**src/rtl/axis_frame_gen.sv**
```systemverilog
// ---------------------------------------------------------------------------
// axis_frame_gen
//
// Purpose:
//   Length-driven AXI-stream frame source. A length command is accepted and
//   one frame of exactly that many bytes (or beats when KEEP_ENABLE=0) is
//   emitted on the AXI-stream master. The frame is split into
//   DATA_WIDTH-wide beats with tkeep and tlast set on the final beat.
//
// Build option:
//   AXIS_FRAME_GEN_PATTERN_EN - when defined, tdata byte lane k carries
//   (frame byte offset + k) mod 256. When undefined, every valid tdata byte
//   is 0x00 and no offset counter exists.
//
// Ports:
//   clk            in   clock, rising edge
//   rst            in   synchronous reset, active-high
//   s_len          in   frame length command (bytes, or beats if KEEP_ENABLE=0)
//   s_len_valid    in   command valid
//   s_len_ready    out  command accepted when valid && ready
//   m_axis_tdata   out  payload
//   m_axis_tkeep   out  byte enables, lane 0 = bits [7:0]
//   m_axis_tvalid  out  beat valid
//   m_axis_tready  in   downstream ready
//   m_axis_tlast   out  final beat of frame
//   busy           out  high while a frame is being sent
// ---------------------------------------------------------------------------
module axis_frame_gen #(
  parameter int DATA_WIDTH  = 64,
  parameter int KEEP_ENABLE = (DATA_WIDTH > 8),
  parameter int KEEP_WIDTH  = (DATA_WIDTH / 8),
  parameter int LEN_WIDTH   = 16
) (
  input  logic                  clk,
  input  logic                  rst,
  input  logic [LEN_WIDTH-1:0]  s_len,
  input  logic                  s_len_valid,
  output logic                  s_len_ready,
  output logic [DATA_WIDTH-1:0] m_axis_tdata,
  output logic [KEEP_WIDTH-1:0] m_axis_tkeep,
  output logic                  m_axis_tvalid,
  input  logic                  m_axis_tready,
  output logic                  m_axis_tlast,
  output logic                  busy
);

  typedef enum logic [0:0] {
    IDLE = 1'b0,
    SEND = 1'b1
  } state_t;

  // Amount consumed from the remaining count per transferred beat: a full
  // beat of bytes, or a single beat when lengths are counted in beats.
  localparam logic [LEN_WIDTH-1:0] STEP =
    (KEEP_ENABLE != 0) ? LEN_WIDTH'(KEEP_WIDTH) : LEN_WIDTH'(1);

  state_t               state_q, state_d;
  logic [LEN_WIDTH-1:0] rem_q, rem_d;

`ifdef AXIS_FRAME_GEN_PATTERN_EN
  localparam logic [7:0] OFFSET_STEP = 8'(KEEP_WIDTH);
  // Only the low byte of the frame offset matters since lanes wrap mod 256.
  logic [7:0] offset_q, offset_d;
`endif

  logic last_beat;
  logic beat_xfer;
  logic cmd_accept;
  logic cmd_nonzero;

  // All outputs are decoded from the registered state and remaining count,
  // so they stay stable for free while the sink stalls.
  assign last_beat     = (state_q == SEND) && (rem_q <= STEP);
  assign beat_xfer     = (state_q == SEND) && m_axis_tready;
  // Ready combinationally follows tready on the last beat so a new command
  // can be taken in the same cycle and frames run back-to-back.
  assign s_len_ready   = (state_q == IDLE) || (beat_xfer && last_beat);
  assign cmd_accept    = s_len_valid && s_len_ready;
  assign cmd_nonzero   = (s_len != '0);
  assign m_axis_tvalid = (state_q == SEND);
  assign m_axis_tlast  = last_beat;
  assign busy          = (state_q == SEND);

  // Next-state logic. A zero-length command is accepted but never loads the
  // counter, so it is silently dropped; when it arrives on a last beat the
  // frame simply ends and the FSM returns to IDLE.
  always_comb begin
    state_d = state_q;
    rem_d   = rem_q;
`ifdef AXIS_FRAME_GEN_PATTERN_EN
    offset_d = offset_q;
`endif
    case (state_q)
      IDLE: begin
        if (cmd_accept && cmd_nonzero) begin
          state_d = SEND;
          rem_d   = s_len;
`ifdef AXIS_FRAME_GEN_PATTERN_EN
          offset_d = '0;
`endif
        end
      end
      SEND: begin
        if (beat_xfer) begin
          if (last_beat) begin
            if (cmd_accept && cmd_nonzero) begin
              state_d = SEND;
              rem_d   = s_len;
            end else begin
              state_d = IDLE;
              rem_d   = '0;
            end
`ifdef AXIS_FRAME_GEN_PATTERN_EN
            offset_d = '0;
`endif
          end else begin
            rem_d = rem_q - STEP;
`ifdef AXIS_FRAME_GEN_PATTERN_EN
            offset_d = offset_q + OFFSET_STEP;
`endif
          end
        end
      end
      default: begin
        state_d = IDLE;
        rem_d   = '0;
      end
    endcase
  end

  // State registers with synchronous reset; a reset mid-frame discards the
  // remaining count so no partial frame survives.
  always_ff @(posedge clk) begin
    if (rst) begin
      state_q <= IDLE;
      rem_q   <= '0;
`ifdef AXIS_FRAME_GEN_PATTERN_EN
      offset_q <= '0;
`endif
    end else begin
      state_q <= state_d;
      rem_q   <= rem_d;
`ifdef AXIS_FRAME_GEN_PATTERN_EN
      offset_q <= offset_d;
`endif
    end
  end

  // Lane k is enabled while more than k units remain, which yields all-ones
  // for full beats and the low rem bits on the final beat. Disabled lanes
  // and the IDLE state drive zero data.
  always_comb begin
    m_axis_tkeep = '0;
    m_axis_tdata = '0;
    for (int k = 0; k < KEEP_WIDTH; k++) begin
      if (KEEP_ENABLE != 0) begin
        m_axis_tkeep[k] = (state_q == SEND) && (rem_q > LEN_WIDTH'(k));
      end else begin
        m_axis_tkeep[k] = 1'b1;
      end
`ifdef AXIS_FRAME_GEN_PATTERN_EN
      if ((state_q == SEND) && m_axis_tkeep[k]) begin
        m_axis_tdata[8*k +: 8] = offset_q + 8'(k);
      end
`endif
    end
  end

endmodule

```
**config.mk**
```make
export PLATFORM = sky130hd
export DESIGN_NAME = axis_frame_gen
export DESIGN_NICKNAME = d
export VERILOG_FILES = /design/src/rtl/axis_frame_gen.sv
export SDC_FILE = /design/constraint.sdc
export NUM_CORES = 1
export LEC_CHECK = 0
export CELL_PAD_IN_SITES_DETAIL_PLACEMENT = 0
export CELL_PAD_IN_SITES_GLOBAL_PLACEMENT = 1
export CORE_ASPECT_RATIO = 0.5
export CORE_UTILIZATION = 29
export DETAILED_ROUTE_END_ITERATION = 10
export PLACE_DENSITY = 0.95
export SLEW_MARGIN = 20
export SYNTH_ARGS = -nofsm -noshare
export SYNTH_HDL_FRONTEND = slang
export SYNTH_SLANG_ARGS = --single-unit
```
**constraint.sdc**
```tcl
create_clock -name clk -period 4.6 [get_ports clk]
set_input_delay 0.92 -clock clk [delete_from_list [all_inputs] [get_ports clk]]
set_output_delay 0.92 -clock clk [all_outputs]
set_load 0.03 [all_outputs]
```
==> summary.txt, run 1 <==
Status
  – Status: finished, violations left
  – Failing checks: DRC

STA
  – Slew Viols, Final: 0
  – Final hold slack: 556.0 ps
  – Fmax: 0.2508 GHz
  – Setup repair after global routing missed its margin: no
  – Worst slew margin: 34.75%
  – Worst-margin pin slew: 974.2 ps
  – Total negative slack: 0 ps
  – Worst clock skew: 4.172 ps
  – Fin crit share: 86.67%
  – Min Tclk post-route: 3987 ps
  – Final setup fails: 0
  – Hold Vio Cnt, Final: 0

Die
  – FP Rows: 19
  – Die W: 112.0 µm
  – Die area: 6378 µm²
  – Ports: 96
  – Initial Util: 30.98%
  – Overall die height: 56.98 µm
  – Total core area: 5658 µm²

Setup path
  – Worst EP arrival: 3070 ps
  – Crit Path Max Fanout: 8
  – Reg2Reg Setup Slack: 1720 ps
  – Req. time, crit path: 3680 ps
  – Worst Setup End Kind: output port
  – CP Launch Type: register
  – WS Path Type: register to output port

Global routing
  – First-pass GRT wire length: 6.872 mm
  – Vias in the first global route: 1404
  – GRT overflow: 0
  – Initial antenna violation count: 0
  – Largest net degree at the start of global routing: 24
  – Gr usage total: 13.38%

Yosys
  – Post-synth EDFFs: 0
  – #FFs+latches synth: 17
  – Synth Cell Area: 1753 µm²
  – Synth warnings: 0
  – Asr flop ratio synth: 0%
  – Ys flop type: dfxtp_1
  – Register area share after synthesis: 19.41%
  – Syn_area_per_cell: 7.655 µm²
  – Mapped Cells: 229
  – Synth unique cells: 44

Detailed routing
  – 1st-pass router iterations: 7
  – Vias: 1612
  – DRC: 3
  – Via density: 4.945
  – Remaining antenna violation count: 0
  – Mean routed wirelength per cell: 13.34 µm
  – Routed WL: 4.350 mm
  – Initial DRC Count: 135

Placed design
  – I/O Buffers: 31
  – Post-DP HPWL: 3.264 mm
  – GP Congestion: 0.8974
  – DP Cell Count: 322

Cells and area
  – Final Non-Filler Cells: 326
  – Share of layout cells above drive strength 1: 5.138%
  – Area Overhead vs Synth: 11.28%
  – Fin nets: 276
  – Ant. Diodes: 0

CTS
  – TritonCTS clock tree: built
  – Clock sinks: 17
  – Clk pin slew, worst setup/hold paths: 60 ps
  – Htree depth: 1
  – Setup Fix Bufs, Post-CTS: 0
  – Clock buffer depth: 2
  – Hold-fix buffers at CTS: 0
  – Post-CTS sizing: 0
  – Clk_lat worst skew: 250 ps
  – Clock root buffer: clkbuf_16
  – CTS Buf Count: 3

Worst hold path
  – Hold Crit Class: register to register

Power
  – Static leakage: 0.8137 nW
  – Peak supply drop: 0.1128 mV
  – Power Density: 325.5 nW/µm²

Job
  – MaxCap Viol Count: 0
synth_stat cells (2+ instances only):
library cell / number / area [µm²]
mux2_2: 2 / 22.52
nor2_1: 13 / 48.80
a31oi_1: 2 / 12.51
clkbuf_1: 8 / 30.03
nor3_1: 6 / 30.03
nor3b_1: 2 / 15.01
a32o_1: 3 / 30.03
o21ai_0: 15 / 75.07
o311ai_0: 3 / 26.28
a21oi_1: 13 / 65.06
or4_1: 5 / 37.54
o221ai_1: 9 / 78.83
nor4_1: 2 / 12.51
o31ai_1: 3 / 22.52
nand2_1: 9 / 33.78
xnor2_1: 3 / 26.28
o32ai_1: 2 / 17.52
and2_1: 2 / 12.51
dfxtp_1: 17 / 340.3
or3_1: 2 / 12.51
xor2_1: 4 / 35.03
inv_1: 10 / 37.54
a211oi_1: 2 / 15.01
nand3_1: 5 / 25.02
nand3b_1: 2 / 15.01
ha_1: 2 / 25.02
nand4_1: 2 / 12.51
buf_4: 65 / 488.0
through the flow:
stage / power (W) / setup slack (ps) / util (%) / instance area (µm²)
finish: 0.0006349 / 613.0 / 34.48 / 1951
global placement: 0.0004481 / 963.7 / 33.06 / 1871
floorplan: 0.0004229 / 1576 / - / 1989
global route: 0.0006641 / 456.1 / 34.48 / 1951
CTS: 0.0006292 / 641.8 / 34.48 / 1951
detailed placement: 0.0004498 / 849.0 / 33.06 / 1871
flip-flops by register name, summed over array words and instances (netlist names):
| name | count |
|---|---|
| rem_q | 16 |
| busy | 1 |
report_power, final:
part | internal [W] | switching [W]
Combinational | 0.0000850 | 0.000182
Clock | 0.000117 | 0.0000645
Sequential | 0.000162 | 0.0000240
worst max-delay path, stage by stage (launching register included):
cell	delay (ps)
dfxtp_1	370
nor3_1	530
nand4_1	240
or3_1	430
o21ai_0	460
o21ai_0	160
clkdlybuf4s50_1	620
placed cells by master, fill, tap and decap left out, types with 3 or more instances in the layout:
cell,instances
conb_1,64
clkdlybuf4s50_1,31
dfxtp_1,17
o21ai_0,15
nor2_1,13
a21oi_1,13
inv_1,10
nand2_1,9
o221ai_1,9
nor3_1,6
nand3_1,5
or4_1,5
xor2_1,4
o31ai_1,3
a32o_1,3
o311ai_0,3
xnor2_1,3
clkbuf_16,3
final cells by class:
class / count / area [µm²]
well taps: 73 / 91.34
clock buffers: 3 / 75.07
inverters: 10 / 37.54
flip-flops and latches: 17 / 340.3
clock inverters: 1 / 5.005
multi-input cells: 190 / 1084
repair buffers: 32 / 317.8
fillers: 577 / 3707
cells by family after synthesis:
group	synth area share (%)
other	0.2139
XOR/XNOR	3.498
flip-flops	19.41
AO/OA/AOI/OAI	23.48
AND/OR/NAND/NOR	17.84
buffers and inverters	32.26
adder cells (fa/ha/maj)	1.427
multiplexers	1.856
routing by layer:
metal / global-route usage [%] / vias to the layer above / wire length, µm
li1: - / 749 / -
met1: 16.31 / 756 / 1787
met2: 23.43 / 94 / 2150
met3: 2.869 / 13 / 306
met4: 5.524 / 0 / 106
met5: 0 / - / 0
worst paths after layout:
| check | startpoint | depth (start not counted) | end |
|---|---|---|---|
| setup / recovery | rem_q[5] | 6 | m_axis_tkeep[0] |
| setup reg to reg | rem_q[5] | 5 | rem_q[1] |
| hold / removal | rem_q[2] | 1 | rem_q[2] |
| hold reg to reg | rem_q[2] | 1 | rem_q[2] |
Power figures use the tool's default switching activity.
==> inputs of run 2 (changes only) <==
CORE_UTILIZATION = 28   (was 29)
PLACE_DENSITY = 0.93   (was 0.95)
==> run 2 against run 1 <==
Against the previous run: clock-buffer cell count is 1 higher; largest power group unchanged; worst setup slack improved by 150 ps; register-to-register slack gained 400 ps; die area grew 3.5%; clock skew is 0.51 ps lower; the flow now finishes without violations; combinational power is essentially flat; first-iteration DRC count fell by 0.74%; sequential share of layout area shrank 0.31 points.
==> summary.txt, run 2 (same netlist as run 1, synthesis figures left out) <==
Detailed routing
  – 1st-pass router iterations: 4 (-3)
  – Initial DRC Count: 134 (-0.74%)
  – Vias: 1623 (+0.68%)
  – DRC: 0 (-3)
  – Mean routed wirelength per cell: 12.58 µm (-5.7%)
  – Remaining antenna violation count: 0 (unchanged)
  – Routed WL: 4.277 mm (-1.7%)
  – Via density: 4.774 (-3.5%)

CTS
  – CTS Buf Count: 3 (unchanged)
  – Htree depth: 1 (unchanged)
  – Clock buffer depth: 2 (unchanged)
  – Setup Fix Bufs, Post-CTS: 0 (unchanged)
  – TritonCTS clock tree: built
  – Clock sinks: 17 (unchanged)
  – Post-CTS sizing: 0 (unchanged)
  – Clock root buffer: clkbuf_16
  – Hold-fix buffers at CTS: 0 (unchanged)
  – Clk_lat worst skew: 250 ps (about the same)
  – Clk pin slew, worst setup/hold paths: 50 ps (about the same)

Setup path
  – Reg2Reg Setup Slack: 2120 ps (+400 ps)
  – Req. time, crit path: 3680 ps (about the same)
  – Reg-to-Reg End: rem_q[1]
  – WS Path Type: register to output port
  – CP Launch Type: register
  – Worst EP arrival: 2910 ps (-160 ps)
  – Worst R2R Start: rem_q[8]
  – Reg2Reg Depth: 6 (+1)
  – Crit Path Max Fanout: 6 (-2)
  – Worst Setup End Kind: output port

Global routing
  – First-pass GRT wire length: 6.734 mm (-2.0%)
  – Vias in the first global route: 1426 (+1.6%)
  – Largest net degree at the start of global routing: 24 (unchanged)
  – GRT overflow: 0 (unchanged)
  – Gr usage total: 12.95% (-0.43 points)
  – Initial antenna violation count: 0 (unchanged)

Placed design
  – Post-Place Worst Slack: 889.4 ps (+40.38 ps)
  – I/O Buffers: 31 (unchanged)
  – GP Congestion: 0.8335 (-7.1%)
  – DP Area: 1907 µm² (+1.9%)
  – Post-DP HPWL: 3.176 mm (-2.7%)

STA
  – Fmax: 0.2609 GHz (+4.0%)
  – Hold Vio Cnt, Final: 0 (unchanged)
  – Setup repair after global routing missed its margin: no
  – Worst-margin pin slew: 977.4 ps (+3.230 ps)
  – Fin crit share: 83.33% (-3.3 points)
  – Final hold slack: 543.0 ps (-12.97 ps)
  – Min Tclk post-route: 3833 ps (-153.9 ps)
  – Slew Viols, Final: 0 (unchanged)
  – Worst clock skew: 3.658 ps (-0.5141 ps)
  – Worst slew margin: 34.54% (-0.22 points)
  – Setup WS post-layout: 766.8 ps (+153.9 ps)
  – Final setup fails: 0 (unchanged)
  – Total negative slack: 0 ps (unchanged)

Power
  – Peak supply drop: 0.1100 mV (-2.5%)
  – Power Density: 321.2 nW/µm² (-1.3%)
  – Static leakage: 0.8249 nW (+1.4%)
  – Power Total: 0.0006377 W (+0.44%)

Job
  – MaxCap Viol Count: 0 (unchanged)

Die
  – Total core area: 5753 µm² (+1.7%)
  – Initial Util: 30.47% (-0.51 points)
  – Die W: 113.9 µm (+1.7%)
  – Overall die height: 57.95 µm (+1.7%)
  – FP Rows: 19 (unchanged)
  – Die area: 6600 µm² (+3.5%)
  – Ports: 96 (unchanged)

Worst hold path
  – Worst Hold Depth: 1 (unchanged)
  – Hold Crit Class: register to register
  – Hold_sp: rem_q[2]
  – Worst Hold Path EP: rem_q[2]

Cells and area
  – Fin nets: 279 (+1.1%)
  – Max reg flops: 16 (unchanged)
  – Biggest register: rem_q
  – Area Overhead vs Synth: 13.28%
  – Share of layout cells above drive strength 1: 5.859% (+0.72 points)
  – Ant. Diodes: 0 (unchanged)
  – Post-route cell area: 1986 µm² (+1.8%)
  – Most frequent cells in the layout: conb_1 (64), clkdlybuf4s50_1 (31), dfxtp_1 (17), o21ai_0 (15)
  – Leading cell type in the layout, fill and taps excluded: conb_1

Status
  – Status: finished clean
## run 2: cell types whose count changed in the layout (fill, tap and decap cells not counted)
| cell | previous run | this run |
|---|---|---|
| buf_4 | 1 | 4 |
| clkbuf_1 | 0 | 1 |
| clkinv_2 | 1 | 0 |
## run 2: how the worst max path moves through the flow
stage,start,to,slack [ps],cells past startpoint
after floorplan,m_axis_tready,s_len_ready,1580,3
after global placement,m_axis_tready,s_len_ready,960,4
after detailed placement,m_axis_tready,s_len_ready,890,4
after CTS,rem_q[8],m_axis_tkeep[0],800,6
after global routing,rem_q[8],m_axis_tkeep[0],600,6
final,rem_q[8],m_axis_tkeep[0],770,6
## run 2: final cells by class
cell class	instances	area, µm²
Sequential cell	17	340.3
Clock buffer	4	78.83
Inverter	10	37.54
Fill cell	594	3767
Multi-Input combinational cell	190	1084
Timing Repair Buffer	35	340.3
Tap cell	84	105.1
## run 2: power by group
part	internal, W	total [W]	leakage [nW]	switching (W)
Sequential	0.000162	0.000186	0.141	0.0000240
Combinational	0.0000893	0.000270	0.646	0.000180
Clock	0.000118	0.000182	0.0382	0.0000635
## run 2: per-layer routing
layer  wire [µm]  vias to the layer above  track usage, %
met4          78                        0           6.122
li1            -                      751               -
met2        2122                       94           23.26
met3         311                       11           2.092
met1        1764                      767           15.50
met5           0                        -               0
## run 2: worst max-delay path, cell delays in order, from the launching register on
cell             delay [ps]
dfxtp_1                 380
nor4_2                  470
nand4_1                 190
or3_1                   420
o21ai_0                 430
o21ai_0                 160
clkdlybuf4s50_1         620
## run 2: metrics by stage
step,std cells,util (%)
after floorplan,292,-
after global placement,336,33.14
after detailed placement,336,33.14
after CTS,340,34.52
after global routing,340,34.52
final,340,34.52
==> inputs of run 3 (changes only) <==
CORE_UTILIZATION = 24   (was 28)
PLACE_DENSITY = 0.86   (was 0.93)
clock period = 3.4 ns   (was 4.6 ns; I/O delays follow)
==> run 3 against run 2 <==
Against the previous run: final cell count rose by 4.4%; non-clock buffer count increased by 7; utilization shrank 4.6 points; first-iteration DRC count down 51%; worst hold slack gained 5.0 ps; wire length decreased by 1.9%.
==> summary.txt, run 3 (same netlist as run 1, synthesis figures left out) <==
Status
  – Status: finished clean

Power
  – Clock Power Share: 28.3% (-0.2 points)
  – Reg power frac: 28.3% (-0.9 points)
  – Comb pwr share: 43.4% (+1.1 points)
  – Sw Pwr: 0.0003663 W (+37%)
  – Power Density: 426.2 nW/µm² (+33%)
  – Static leakage: 0.8696 nW (+5.4%)
  – Cell Int Power: 0.0005094 W (+38%)
  – Peak supply drop: 0.1461 mV (+33%)
  – Switching portion of total power: 41.83% (-0.19 points)

Placed design
  – DP Area: 1969 µm² (+3.3%)
  – Post-DP HPWL: 3.268 mm (+2.9%)
  – GP Congestion: 0.8481 (+1.8%)
  – Post-Place Worst Slack: 315.2 ps (-574.1 ps)
  – I/O Buffers: 31 (unchanged)

CTS
  – Clk_lat worst skew: 260 ps (about the same)
  – CTS Buf Count: 3 (unchanged)
  – TritonCTS clock tree: built
  – Setup Fix Bufs, Post-CTS: 0 (unchanged)
  – Clk pin slew, worst setup/hold paths: 60 ps (about the same)
  – Clock root buffer: clkbuf_16
  – Clock buffer depth: 2 (unchanged)
  – Htree depth: 1 (unchanged)
  – Clock sinks: 17 (unchanged)

Setup path
  – Worst Setup End Kind: output port
  – Req. time, crit path: 2720 ps (-960 ps)
  – Worst R2R Start: rem_q[3]
  – CP startpoint: rem_q[5]
  – Worst path bufs/invs: 2 (+1)
  – Crit-path leading delay family: simple AND/OR/NAND/NOR gates
  – Crit Path Max Fanout: 8 (+2)
  – WS Path Type: register to output port
  – Critical-path cell list: nor3_1, nand4_1, or3_1, o21ai_1, buf_4, nand2_1, clkdlybuf4s50_1
  – Worst EP arrival: 2570 ps (-340 ps)
  – Slowest CP cell: clkdlybuf4s50_1
  – CP Launch Type: register
  – CP max stage delay: 580 ps (-40 ps)

STA
  – Fmax: 0.3079 GHz
  – Setup WS post-layout: 151.8 ps (-615.1 ps)
  – Worst clock skew: 3.838 ps (+0.1800 ps)
  – Total negative slack: 0 ps (unchanged)
  – Final setup fails: 0 (unchanged)
  – Final hold slack: 548.0 ps (+4.987 ps)
  – Setup repair after global routing missed its margin: no
  – Fin crit share: 95.54%
  – Worst slew margin: 52.34% (+18 points)
  – Hold Vio Cnt, Final: 0 (unchanged)
  – Min Tclk post-route: 3248 ps
  – Worst-margin pin slew: 710.1 ps (-267.3 ps)
  – Slew Viols, Final: 0 (unchanged)

Detailed routing
  – Via density: 4.549 (-4.7%)
  – DRC: 0 (unchanged)
  – Remaining antenna violation count: 0 (unchanged)
  – Mean routed wirelength per cell: 11.82 µm (-6.0%)
  – Vias: 1615 (-0.49%)
  – Routed WL: 4.197 mm (-1.9%)
  – Initial DRC Count: 65 (-51%)
  – 1st-pass router iterations: 4 (unchanged)

Cells and area
  – Area Overhead vs Synth: 17.20%
  – Filler instances: 730 (+23%)
  – Most frequent cells in the layout: conb_1 (64), clkdlybuf4s50_1 (30), dfxtp_1 (17), o21ai_0 (14)
  – Leading cell type in the layout, fill and taps excluded: conb_1
  – Max reg flops: 16 (unchanged)
  – Biggest register: rem_q
  – Ant. Diodes: 0 (unchanged)
  – Post-route cell area: 2054 µm² (+3.5%)
  – Fin nets: 286 (+2.5%)
  – Share of layout cells above drive strength 1: 8.745% (+2.9 points)

Die
  – Overall die height: 62.43 µm (+7.7%)
  – Initial Util: 25.56% (-4.9 points)
  – Ports: 96 (unchanged)
  – Die area: 7670 µm² (+16%)
  – FP Rows: 21 (+2)
  – Die W: 122.9 µm (+7.9%)
  – Total core area: 6858 µm² (+19%)

Global routing
  – Gr usage total: 10.98% (-2.0 points)
  – Largest net degree at the start of global routing: 18 (-25%)
  – GRT overflow: 0 (unchanged)
  – First-pass GRT wire length: 6.617 mm (-1.7%)
  – Vias in the first global route: 1349 (-5.4%)
  – Initial antenna violation count: 0 (unchanged)

Worst hold path
  – Hold_sp: rem_q[2]
  – Hold Crit Class: register to register

Job
  – MaxCap Viol Count: 0 (unchanged)
## run 3: cell types whose count changed in the layout (fill, tap and decap cells not counted)
cell             delta
buf_4               +7
clkbuf_1            -1
clkdlybuf4s50_1     -1
clkinvlp_4          +1
dlymetal6s2s_1      +1
o21ai_0             -1
o21ai_1             +1
## run 3: metal layers
metal | global-route usage, % | vias to the layer above | wire [µm]
met1 | 13.67 | 767 | 1800
li1 | - | 767 | -
met5 | 0 | - | 0
met2 | 18.19 | 74 | 2063
met4 | 5.030 | 0 | 84
met3 | 2.190 | 7 | 249
## run 3: worst paths after layout
path	endpoint	slack, ps	depth (start not counted)
worst max-delay path	m_axis_tkeep[1]	150	7
worst min-delay path	rem_q[2]	550	1
worst max register to register	rem_q[13]	980	7
worst min register to register	rem_q[2]	550	1
## run 3: per-stage QoR
stage	total power [W]	std cells	utilization [%]
after floorplan	0.0005722	292	-
after global placement	0.0006312	351	28.72
after detailed placement	0.0006271	351	28.72
after CTS	0.0008751	355	29.92
after global routing	0.0009202	355	29.96
final	0.0008757	355	29.96
## run 3: cell type report
type / count / area, µm² / area share (%)
flip-flops and latches: 17 / 340.3 / 16.57
clock inverters: 1 / 7.507 / 0.3654
well taps: 92 / 115.1 / 5.603
clock buffers: 3 / 75.07 / 3.654
multi-input cells: 190 / 1084 / 52.74
repair buffers: 42 / 395.4 / 19.24
inverters: 10 / 37.54 / 1.827
## run 3: power groups by stage
| stage | Combinational (W) | Sequential [W] | Clock (W) |
|---|---|---|---|
| CTS | 0.000378 | 0.000247 | 0.000251 |
| floorplan | 0.000327 | 0.000246 | 0 |
| finish | 0.000380 | 0.000248 | 0.000248 |
| global placement | 0.000380 | 0.000251 | 0 |
| global route | 0.000411 | 0.000251 | 0.000258 |
| detailed placement | 0.000376 | 0.000251 | 0 |
## run 3: what timing repair did
| item | CTS | global route |
|---|---|---|
| gates resized for setup | 0 | 2 |
| endpoints found under the hold margin | 0 | 0 |
| hold buffers | 0 | 0 |
| setup endpoints to repair | 0 | 4 |
